$ cat src/rtl/uart_tx_frame.sv
// UART transmitter: one parallel word per frame, start + LSB-first data +
// optional parity + one stop bit, one clk cycle per bit, gap-free back-to-back.
module uart_tx_frame #(
  parameter int unsigned DATA_WIDTH = 8
) (
  input  logic                  clk,
  input  logic                  rst,
  input  logic [DATA_WIDTH-1:0] p_data,
  input  logic                  data_valid,
  input  logic                  par_en,
  input  logic                  par_typ,
  output logic                  ready,
  output logic                  tx_out,
  output logic                  busy
);

  localparam int unsigned CNT_W = $clog2(DATA_WIDTH + 1);
  localparam logic [CNT_W-1:0] LAST_BIT = CNT_W'(DATA_WIDTH - 1);

  typedef enum logic [2:0] {
    IDLE   = 3'd0,
    START  = 3'd1,
    DATA   = 3'd2,
    PARITY = 3'd3,
    STOP   = 3'd4
  } state_t;

  state_t                state_q, state_d;
  logic [DATA_WIDTH-1:0] shift_q, shift_d;
  logic [CNT_W-1:0]      cnt_q, cnt_d;
  logic                  par_bit_q, par_bit_d;
  logic                  par_en_q, par_en_d;
  logic                  tx_d;
  logic                  busy_d;
  logic                  accept;
  logic                  load;

  // A new word can be taken while idle or during the stop bit.
  assign ready  = (state_q == IDLE) || (state_q == STOP);
  assign accept = data_valid & ready;

  // State, datapath and line registers; reset drops any frame in flight.
  always_ff @(posedge clk or negedge rst) begin
    if (!rst) begin
      state_q   <= IDLE;
      shift_q   <= '0;
      cnt_q     <= '0;
      par_bit_q <= 1'b0;
      par_en_q  <= 1'b0;
      tx_out    <= 1'b1;
      busy      <= 1'b0;
    end else begin
      state_q   <= state_d;
      shift_q   <= shift_d;
      cnt_q     <= cnt_d;
      par_bit_q <= par_bit_d;
      par_en_q  <= par_en_d;
      tx_out    <= tx_d;
      busy      <= busy_d;
    end
  end

  // Next state plus the next line/busy values, so the outputs come straight from flops.
  always_comb begin
    state_d   = state_q;
    shift_d   = shift_q;
    cnt_d     = cnt_q;
    par_bit_d = par_bit_q;
    par_en_d  = par_en_q;
    tx_d      = 1'b1;
    busy_d    = 1'b0;
    load      = 1'b0;

    case (state_q)
      IDLE: begin
        if (accept) begin
          state_d = START;
          tx_d    = 1'b0;
          busy_d  = 1'b1;
          load    = 1'b1;
        end
      end
      START: begin
        state_d = DATA;
        tx_d    = shift_q[0];
        shift_d = {1'b0, shift_q[DATA_WIDTH-1:1]};
        cnt_d   = '0;
        busy_d  = 1'b1;
      end
      DATA: begin
        busy_d = 1'b1;
        if (cnt_q == LAST_BIT) begin
          if (par_en_q) begin
            state_d = PARITY;
            tx_d    = par_bit_q;
          end else begin
            state_d = STOP;
            tx_d    = 1'b1;
          end
        end else begin
          tx_d    = shift_q[0];
          shift_d = {1'b0, shift_q[DATA_WIDTH-1:1]};
          cnt_d   = cnt_q + CNT_W'(1);
        end
      end
      PARITY: begin
        state_d = STOP;
        tx_d    = 1'b1;
        busy_d  = 1'b1;
      end
      STOP: begin
        if (accept) begin
          state_d = START;
          tx_d    = 1'b0;
          busy_d  = 1'b1;
          load    = 1'b1;
        end else begin
          state_d = IDLE;
          tx_d    = 1'b1;
          busy_d  = 1'b0;
        end
      end
      default: begin
        state_d = IDLE;
      end
    endcase

    // Capture word and parity config on the accepting edge; later input changes are ignored.
    if (load) begin
      shift_d   = p_data;
      par_en_d  = par_en;
      par_bit_d = (^p_data) ^ par_typ;
    end
  end

endmodule

$ cat config.mk
export PLATFORM = sky130hd
export DESIGN_NAME = uart_tx_frame
export DESIGN_NICKNAME = d
export VERILOG_FILES = /design/src/rtl/uart_tx_frame.sv
export SDC_FILE = /design/constraint.sdc
export NUM_CORES = 1
export LEC_CHECK = 0
export CORE_ASPECT_RATIO = 1.75
export CORE_UTILIZATION = 40
export CTS_CLUSTER_DIAMETER = 40
export DETAILED_ROUTE_END_ITERATION = 10
export GPL_TIMING_DRIVEN = 0
export PLACE_DENSITY = 0.68
export SYNTH_ARGS = -nofsm -noshare
export SYNTH_HDL_FRONTEND = slang
export SYNTH_SLANG_ARGS = --single-unit
$ cat constraint.sdc
create_clock -name clk -period 1.85 [get_ports clk]
set_clock_uncertainty 0.2 [all_clocks]
set_input_delay 0.37 -clock clk [delete_from_list [all_inputs] [get_ports clk]]
set_output_delay 0.37 -clock clk [all_outputs]
set_load 0.005 [all_outputs]
**After elaboration in Yosys (flattened, before gate mapping)**

Index checks and enable logic that the tools add are counted.

- Output and inout bits: 3
- Logic and storage cells: 46
- Bits of input ports: 13
- Register bits: 19

- $add $sub $neg: 1
- Equal/unequal tests: 9
- Bitwise gates (word level): 2
- Muxes and demuxes: 17
- Reductions and logical operators: 10

Operators with widths:

| cell | count |
|---|---|
| 8-bit two-way mux | 2 |
| 8-bit case mux with 2 select lines | 1 |
| 3-bit case mux with 5 select lines | 1 |
| 3-bit two-way mux | 3 |
| 4-bit case mux with 2 select lines | 1 |
| 8-bit XOR reduction | 1 |
| 3-bit by 2-bit == test with 1-bit output, second input constant | 2 |
| 1-bit two-way mux | 6 |
| 2-bit inequality test, second input constant | 3 |
| 2-bit AND reduction | 3 |
| 4-bit by 1-bit adder with 4-bit output, second input constant | 1 |
| 4-bit by 3-bit == test with 1-bit output, second input constant | 1 |
| 4-bit two-way mux | 1 |
| 3-bit by 1-bit == test with 1-bit output, second input constant | 1 |
| 3-bit == test, second input constant | 1 |
| 3-bit logical NOT | 1 |
| 3-bit inequality test, second input constant | 1 |
| 1-bit case mux with 3 select lines | 1 |
| 3-bit nonzero test | 1 |
| 3-bit OR reduction | 1 |
| 1-bit case mux with 2 select lines | 1 |
| 2-bit nonzero test | 1 |
| 2-bit OR reduction | 1 |
| 1-bit AND | 1 |
| other kinds (2) | 2 |

**Depth between registers and ports, before layout**

Gate-level depths: netlist of run 1.

- Depth after elaboration: 7
- Gate-level depth with buffers: 6
- Mapped depth without buffers: 5

**Worst setup path after synthesis of run 1**

No wires, ideal clock.

- Kind: register -> register
- Start: register cnt_q[0]
- End: register shift_q[4]
- Path slack: 0.222 ns
- Period minus slack after synthesis: 1.628 ns
- Cell stages (with the launch flop): 6
- Library setup time: 0.121 ns
- Arrival: 1.307 ns
- Data required time: 1.529 ns
- Buffers on the path: 0
- Path through: dfrtp_1 -> ha_1 -> nand3b_2 -> a21o_1 -> o221ai_1 -> a22o_1

- Word-level cells in the longest chain between the ends: 3

RTL lines:

| what | line | text |
|---|---|---|
| start, declared | 30 | `logic [CNT_W-1:0] cnt_q, cnt_d;` |
| start signal, assigned | 55 | `cnt_q <= cnt_d;` |
| 4-bit by 3-bit == test with 1-bit output | 92 | `if (cnt_q == LAST_BIT) begin` |
| 3-bit inequality test (no line) | n/a |  |
| 2-bit AND reduction (no line) | n/a |  |
| end signal, assigned | 54 | `shift_q <= shift_d;` |
| end, declared | 29 | `logic [DATA_WIDTH-1:0] shift_q, shift_d;` |

No other way between the ends.
A chain may end at the register's enable or synchronous reset.

**Final worst setup path of run 1**

- Start: input port p_data[1]
- End: register par_bit_q

- Word-level cells in the longest chain between the ends: 2

RTL lines:

| what | line | text |
|---|---|---|
| start, declared | 8 | `input logic [DATA_WIDTH-1:0] p_data,` |
| 8-bit XOR reduction | 132 | `par_bit_d = (^p_data) ^ par_typ;` |
| 1-bit bitwise XOR | 132 |  |
| end signal, assigned | 56 | `par_bit_q <= par_bit_d;` |
| end, declared | 31 | `logic par_bit_q, par_bit_d;` |

No other way between the ends.

==> flow_metrics.tcl, run 1 <==
set metrics [dict create \
    grt_pass1_wl_mm 5.30 \
    cp.required_ns 1.80 \
    drive_gt1_frac 0.122 \
    p_int_mw 1.34 \
    p_seq_frac 0.332 \
    grt_pass1_vias 1105 \
    whs_path_depth 2 \
    ys_seq_area_frac 0.386 \
    p_per_area_nw_per_um2 1530 \
    startpoint_type "input pin" \
    power_mw 2.32 \
    hold_viol_final 0 \
    clk_pin_slew_ns 0.07 \
    async_reset_ff_frac 1.00 \
    post_drt_wl_per_cell_microns 16.6 \
    drtIter0Drc 40 \
    synth_top_cell_area_share 0.365 \
    via_per_inst 6.13 \
    grt_overflow 0 \
    regToRegStartpoint "cnt_q[0]" \
    p_leak_nw 0.682 \
    coreArea_sq_um 2930 \
    endpoint_kind "flop" \
    hp-class "reg2reg" \
    synthFlopType "dfrtp_1" \
    min_period_ns 1.76 \
    hpwl_mm 2.19 \
    tightest_slew_ns 0.929 \
    cts_buffers 3 \
    p_sw_uw 980 \
    clock-root-buffer "clkbuf_8" \
    synth.ff_latch_count 19 \
    slew-limit-headroom 0.379 \
    clk_path_buf_depth 2 \
    dr.pass1.iters 4 \
    peakVddDrop_v 0.000775 \
    cts_num_sinks 19 \
    synth_cells 143 \
    synth_area_sq_um 1230 \
    comb_power_share 0.537 \
    cap_viol_max_count 0 \
    clk_latency_ns 0.26 \
    grt_start_max_net_pins 20 \
    avgSynthCellArea_sq_um 8.64 \
    ys.warnings.count 0 \
    routed_wl_mm 3.19 \
    yosysMostFrequentCell "dfrtp_1" \
    antennaDiodeCount 0 \
    track_usage 0.215 \
    p_clk_frac 0.131 \
    die_height_microns 75.5 \
    slew_viol_final 0 \
    max_freq_mhz 569 \
    synth_cell_types 33 \
    synth_edf_count 0 \
    cts_tree "yes" \
    route.detailed.drc 0 \
    die_w_microns 44 \
    htreeDepth 1 \
    port_buffers 15 \
    switching_share 0.422 \
    nNetsFinal 179 \
    dieArea_sq_um 3320 \
    ant_nets 0 \
    antenna_found_initial 0 \
    r2r-end "shift_q[1]" \
    setup_viol 0 \
    whs_ns 0.298 \
    vias 1177 \
    cp_max_fo 2 \
    crit_arrival_ns 1.70 \
    postCtsHoldBufs 0 \
    syn-num-nets 157 \
    ys_top_cells_by_area "dfrtp_1 (36%), a21oi_1 (6.1%), a22o_1 (5.0%), o21ai_0 (4.9%), o211ai_1 (4.9%)" \
    rsz0062_at_grt "false" \
    hold_start "par_bit_q" \
    yosysTopAreaCell "dfrtp_1" \
    io_pins 16 \
    reg2reg_slack_ns 0.12 \
    final.period_utilization 0.950 \
    layout-area-overhead-vs-synth_pct 22.8 \
    critPathKind "in2reg" \
    num-fill-cells 285 \
    hold_path_end "par_bit_q" \
    ys_top_cells_by_count "dfrtp_1 (18), a21oi_1 (15), nor2_1 (15), o21ai_0 (12), nand2_1 (11)" \
    initial_core_util 0.422 \
    status "completed" \
    r2r_cells 5 \
    rows 26 \
    gp_congestion 0.872 \
]
layer usage:
metal  up-vias  share of wire  GRT usage
met4         0          0.014     0.0808
met1       566           0.40      0.271
met5         -              0          0
met2        37           0.53      0.373
met3         5          0.053     0.0213
li1        569              -          -
layout by cell type, fill, tap and decap left out, types with 2 or more instances in the layout:
cell,synthesis,routed
clkbuf_8,0,3
a21oi_1,15,15
inv_1,10,10
xnor2_1,4,4
o211ai_1,8,8
o21ai_0,12,12
a31oi_1,2,2
clkbuf_1,3,3
dfrtp_1,18,18
clkdlybuf4s50_1,0,13
nor2_1,15,14
a22o_1,7,7
buf_2,4,3
nand2_1,11,10
o221ai_1,6,6
buf_4,1,4
a32oi_1,2,2
or3_1,7,7
power groups by stage:
stage	Clock, mW	Combinational, mW	Sequential [mW]
final	0.303	1.25	0.771
after detailed placement	0	1.18	0.775
after global placement	0	1.16	0.773
after floorplan	0	0.877	0.732
after CTS	0.303	1.22	0.763
after global routing	0.318	1.40	0.797
how the worst max path moves through the flow:
stage / from / end / cells past startpoint
after floorplan: cnt_q[0] / shift_q[4] / 5
after global placement: p_data[2] / par_bit_q / 5
after detailed placement: p_data[2] / par_bit_q / 5
after CTS: cnt_q[0] / shift_q[1] / 5
after global routing: state_q[1] / shift_q[3] / 6
final: p_data[1] / par_bit_q / 5
layout make-up:
class	instances	area, sq um	area share
Inverter	10	37.5	0.0248
Buffer	9	53.8	0.0355
Timing Repair Buffer	17	166	0.110
Clock buffer	4	45.0	0.0297
Sequential cell	19	477	0.314
Tap cell	28	35.0	0.0231
Multi-Input combinational cell	105	702	0.463
critical path, cell delays in order:
cell and delay [ns]:
clkdlybuf4s50_1 0.43, xnor2_1 0.23, xnor3_1 0.45, xnor2_1 0.15, o21ai_0 0.08
flip-flops by register name, indices dropped and copies added (netlist names):
name	count
shift_q	8
cnt_q	4
state_q	3
busy	1
par_bit_q	1
par_en_q	1
tx_out	1
metrics by stage:
stage	TNS (ns)	worst slack (ns)	instances	utilization	cell area [sq um]
6_report	0	0.0921	192	0.518	1520
5_1_grt	0	0.00279	192	0.518	1520
4_1_cts	0	0.00286	192	0.509	1490
3_5_place_dp	-1.71	-0.345	186	0.485	1420
3_3_place_gp	-1.73	-0.316	186	0.485	1420
2_1_floorplan	0	0.222	143	-	1230
what timing repair did:
item	4_1_cts	5_1_grt
pin swaps	2	0
gates resized for setup	4	8
setup buffers	2	0
setup endpoints to repair	3	11
cells by family after synthesis:
| kind of cell | count (synthesis) | synth area share |
|---|---|---|
| buffers and inverters | 19 | 0.0709 |
| XOR/XNOR | 7 | 0.0608 |
| flip-flops | 19 | 0.386 |
| adder cells (fa/ha/maj) | 1 | 0.0101 |
| AO/OA/AOI/OAI | 56 | 0.300 |
| AND/OR/NAND/NOR | 41 | 0.172 |
No activity file was read; power rests on OpenSTA's default activity.
==> run 2: changes to the inputs <==
--- a/config.mk
+++ b/config.mk
@@ -9,8 +9,7 @@
 export CORE_UTILIZATION = 40
 export CTS_CLUSTER_DIAMETER = 40
 export DETAILED_ROUTE_END_ITERATION = 10
-export GPL_TIMING_DRIVEN = 0
-export PLACE_DENSITY = 0.68
+export PLACE_DENSITY = 0.59
 export SYNTH_ARGS = -nofsm -noshare
 export SYNTH_HDL_FRONTEND = slang
 export SYNTH_SLANG_ARGS = --single-unit
==> run 2 against run 1 <==
Effect of this change:
- power up 4.8%
- fmax fell by 1.6%
- final cell count is 4.2% higher
- first-iteration DRC count decreased by 25%
- final area rose by 6.6%
- flip-flop and latch count unchanged
==> flow_metrics.tcl, run 2 (synthesized netlist as in run 1, its figures left out) <==
set metrics [dict create \
    status "completed" \
    clock-root-buffer "clkbuf_8" \
    cp.buffers_inverters 2 \
    track_usage 0.209 \
    cts_tree "yes" \
    p_leak_nw 0.739 \
    io_pins 16 \
    power_mw 2.43 \
    largest_reg_flops 8 \
    ant_nets 0 \
    layout_commonest_cell "dfrtp_1" \
    drive_gt1_frac 0.174 \
    peakVddDrop_v 0.000838 \
    place_area_sq_um 1520 \
    grt_pass1_vias 1142 \
    max_freq_mhz 560 \
    fin_area_sq_um 1620 \
    layout-area-overhead-vs-synth_pct 30.9 \
    setup_viol 0 \
    wl_met1_mm 1.35 \
    grt_pass1_wl_mm 5.15 \
    slew-limit-headroom 0.704 \
    antenna_found_initial 0 \
    postCtsHoldBufs 0 \
    tightest_slew_ns 0.445 \
    hold_viol_final 0 \
    cp_max_fo 8 \
    critPathKind "reg2reg" \
    dp.cells 193 \
    path_cells "buf_6 -> buf_4 -> or3_1 -> o211ai_1 -> o221ai_1 -> a22o_1" \
    grt_start_max_net_pins 27 \
    routed_wl_mm 3.19 \
    slew_viol_final 0 \
    final.period_utilization 0.966 \
    crit_arrival_ns 1.74 \
    rsz0062_at_grt "true" \
    cts_buffers 3 \
    die_w_microns 44 \
    startpoint_type "flop" \
    antennaDiodeCount 0 \
    via_per_inst 5.95 \
    htreeDepth 1 \
    gp_congestion 0.773 \
    rows 26 \
    vias 1189 \
    largestRegisters "shift_q (8), cnt_q (4), state_q (3)" \
    drtIter0Drc 30 \
    hpwl_mm 2.23 \
    nNetsFinal 187 \
    clk_latency_ns 0.26 \
    cp.required_ns 1.80 \
    port_buffers 15 \
    cap_viol_max_count 0 \
    dieArea_sq_um 3320 \
    route.detailed.drc 0 \
    final_cell_count_no_fill 200 \
    dr_wl_met3_microns 74 \
    met2_length_mm 1.69 \
    num-fill-cells 260 \
    post_drt_wl_per_cell_microns 16.0 \
    clk_path_buf_depth 2 \
    dr.pass1.iters 6 \
    layout_common_cells "dfrtp_1 (17), buf_4 (16), a21oi_1 (15)" \
    cts_num_sinks 19 \
    grt_overflow 0 \
    clk_pin_slew_ns 0.07 \
    coreArea_sq_um 2930 \
    hp-class "in2async" \
    initial_core_util 0.422 \
    crit_slowest_cell "dfrtp_2" \
    regMostFlops "shift_q" \
    p_per_area_nw_per_um2 1500 \
    critPathMaxStageDelay_ns 0.41 \
    die_height_microns 75.5 \
    top_layer_used "met4" \
    critical-path-top-delay-family "compound AO/OA/AOI/OAI gates" \
    min_period_ns 1.79 \
    endpoint_kind "flop" \
]
## run 2: cell types whose count changed in the layout (fill, tap and decap cells not counted), moves of 2 or more
cell	change
buf_12	+2
clkbuf_1	-2
buf_2	-3
buf_4	+12
## run 2: layout make-up
type / instances / area (sq um) / area share
Multi-Input combinational cell: 105 / 698 / 0.432
Sequential cell: 19 / 478 / 0.296
Tap cell: 28 / 35.0 / 0.0217
Inverter: 10 / 37.5 / 0.0232
Clock buffer: 4 / 45.0 / 0.0279
Timing Repair Buffer: 34 / 323 / 0.200
## run 2: repair_timing
item                                   4_1_cts  5_1_grt
pin swaps                                    2        0
setup endpoints to repair                    2       11
resized for setup                            4        6
endpoints found under the hold margin        0        0
setup buffers                                2        1
## run 2: metrics by stage
stage,hold slack (ns),utilization,setup TNS [ns],setup WS [ns]
after floorplan,-0.126,-,0,0.222
after global placement,0.277,0.518,-0.272,-0.272
after detailed placement,0.278,0.518,-0.378,-0.378
after CTS,0.260,0.541,0,0.0143
after global routing,0.268,0.552,-0.00234,-0.00234
final,0.245,0.552,0,0.0637
## run 2: final timing paths
kind / slack (ns) / startpoint / depth (start not counted) / end
worst max-delay path: 0.06 / state_q[1] / 6 / shift_q[4]
worst min-delay path: 0.24 / rst / 2 / shift_q[2]
worst max register to register: 0.06 / state_q[1] / 6 / shift_q[4]
worst min register to register: 0.35 / par_bit_q / 2 / par_bit_q
max in group asynchronous: 0.93 / rst / 2 / tx_out
min in group clk: 0.35 / par_bit_q / 2 / par_bit_q
## run 2: where the power goes
part	total [mW]	internal, mW	leakage, nW	switching [mW]
Clock	0.297	0.153	0.0228	0.143
Combinational	1.35	0.679	0.478	0.674
Sequential	0.784	0.607	0.238	0.177
Total	2.43	1.44	0.739	0.994
## run 2: metal layers
metal | track usage | up-vias
met5 | 0 | -
met4 | 0.101 | 0
li1 | - | 581
met3 | 0.0213 | 8
met2 | 0.371 | 24
met1 | 0.247 | 576
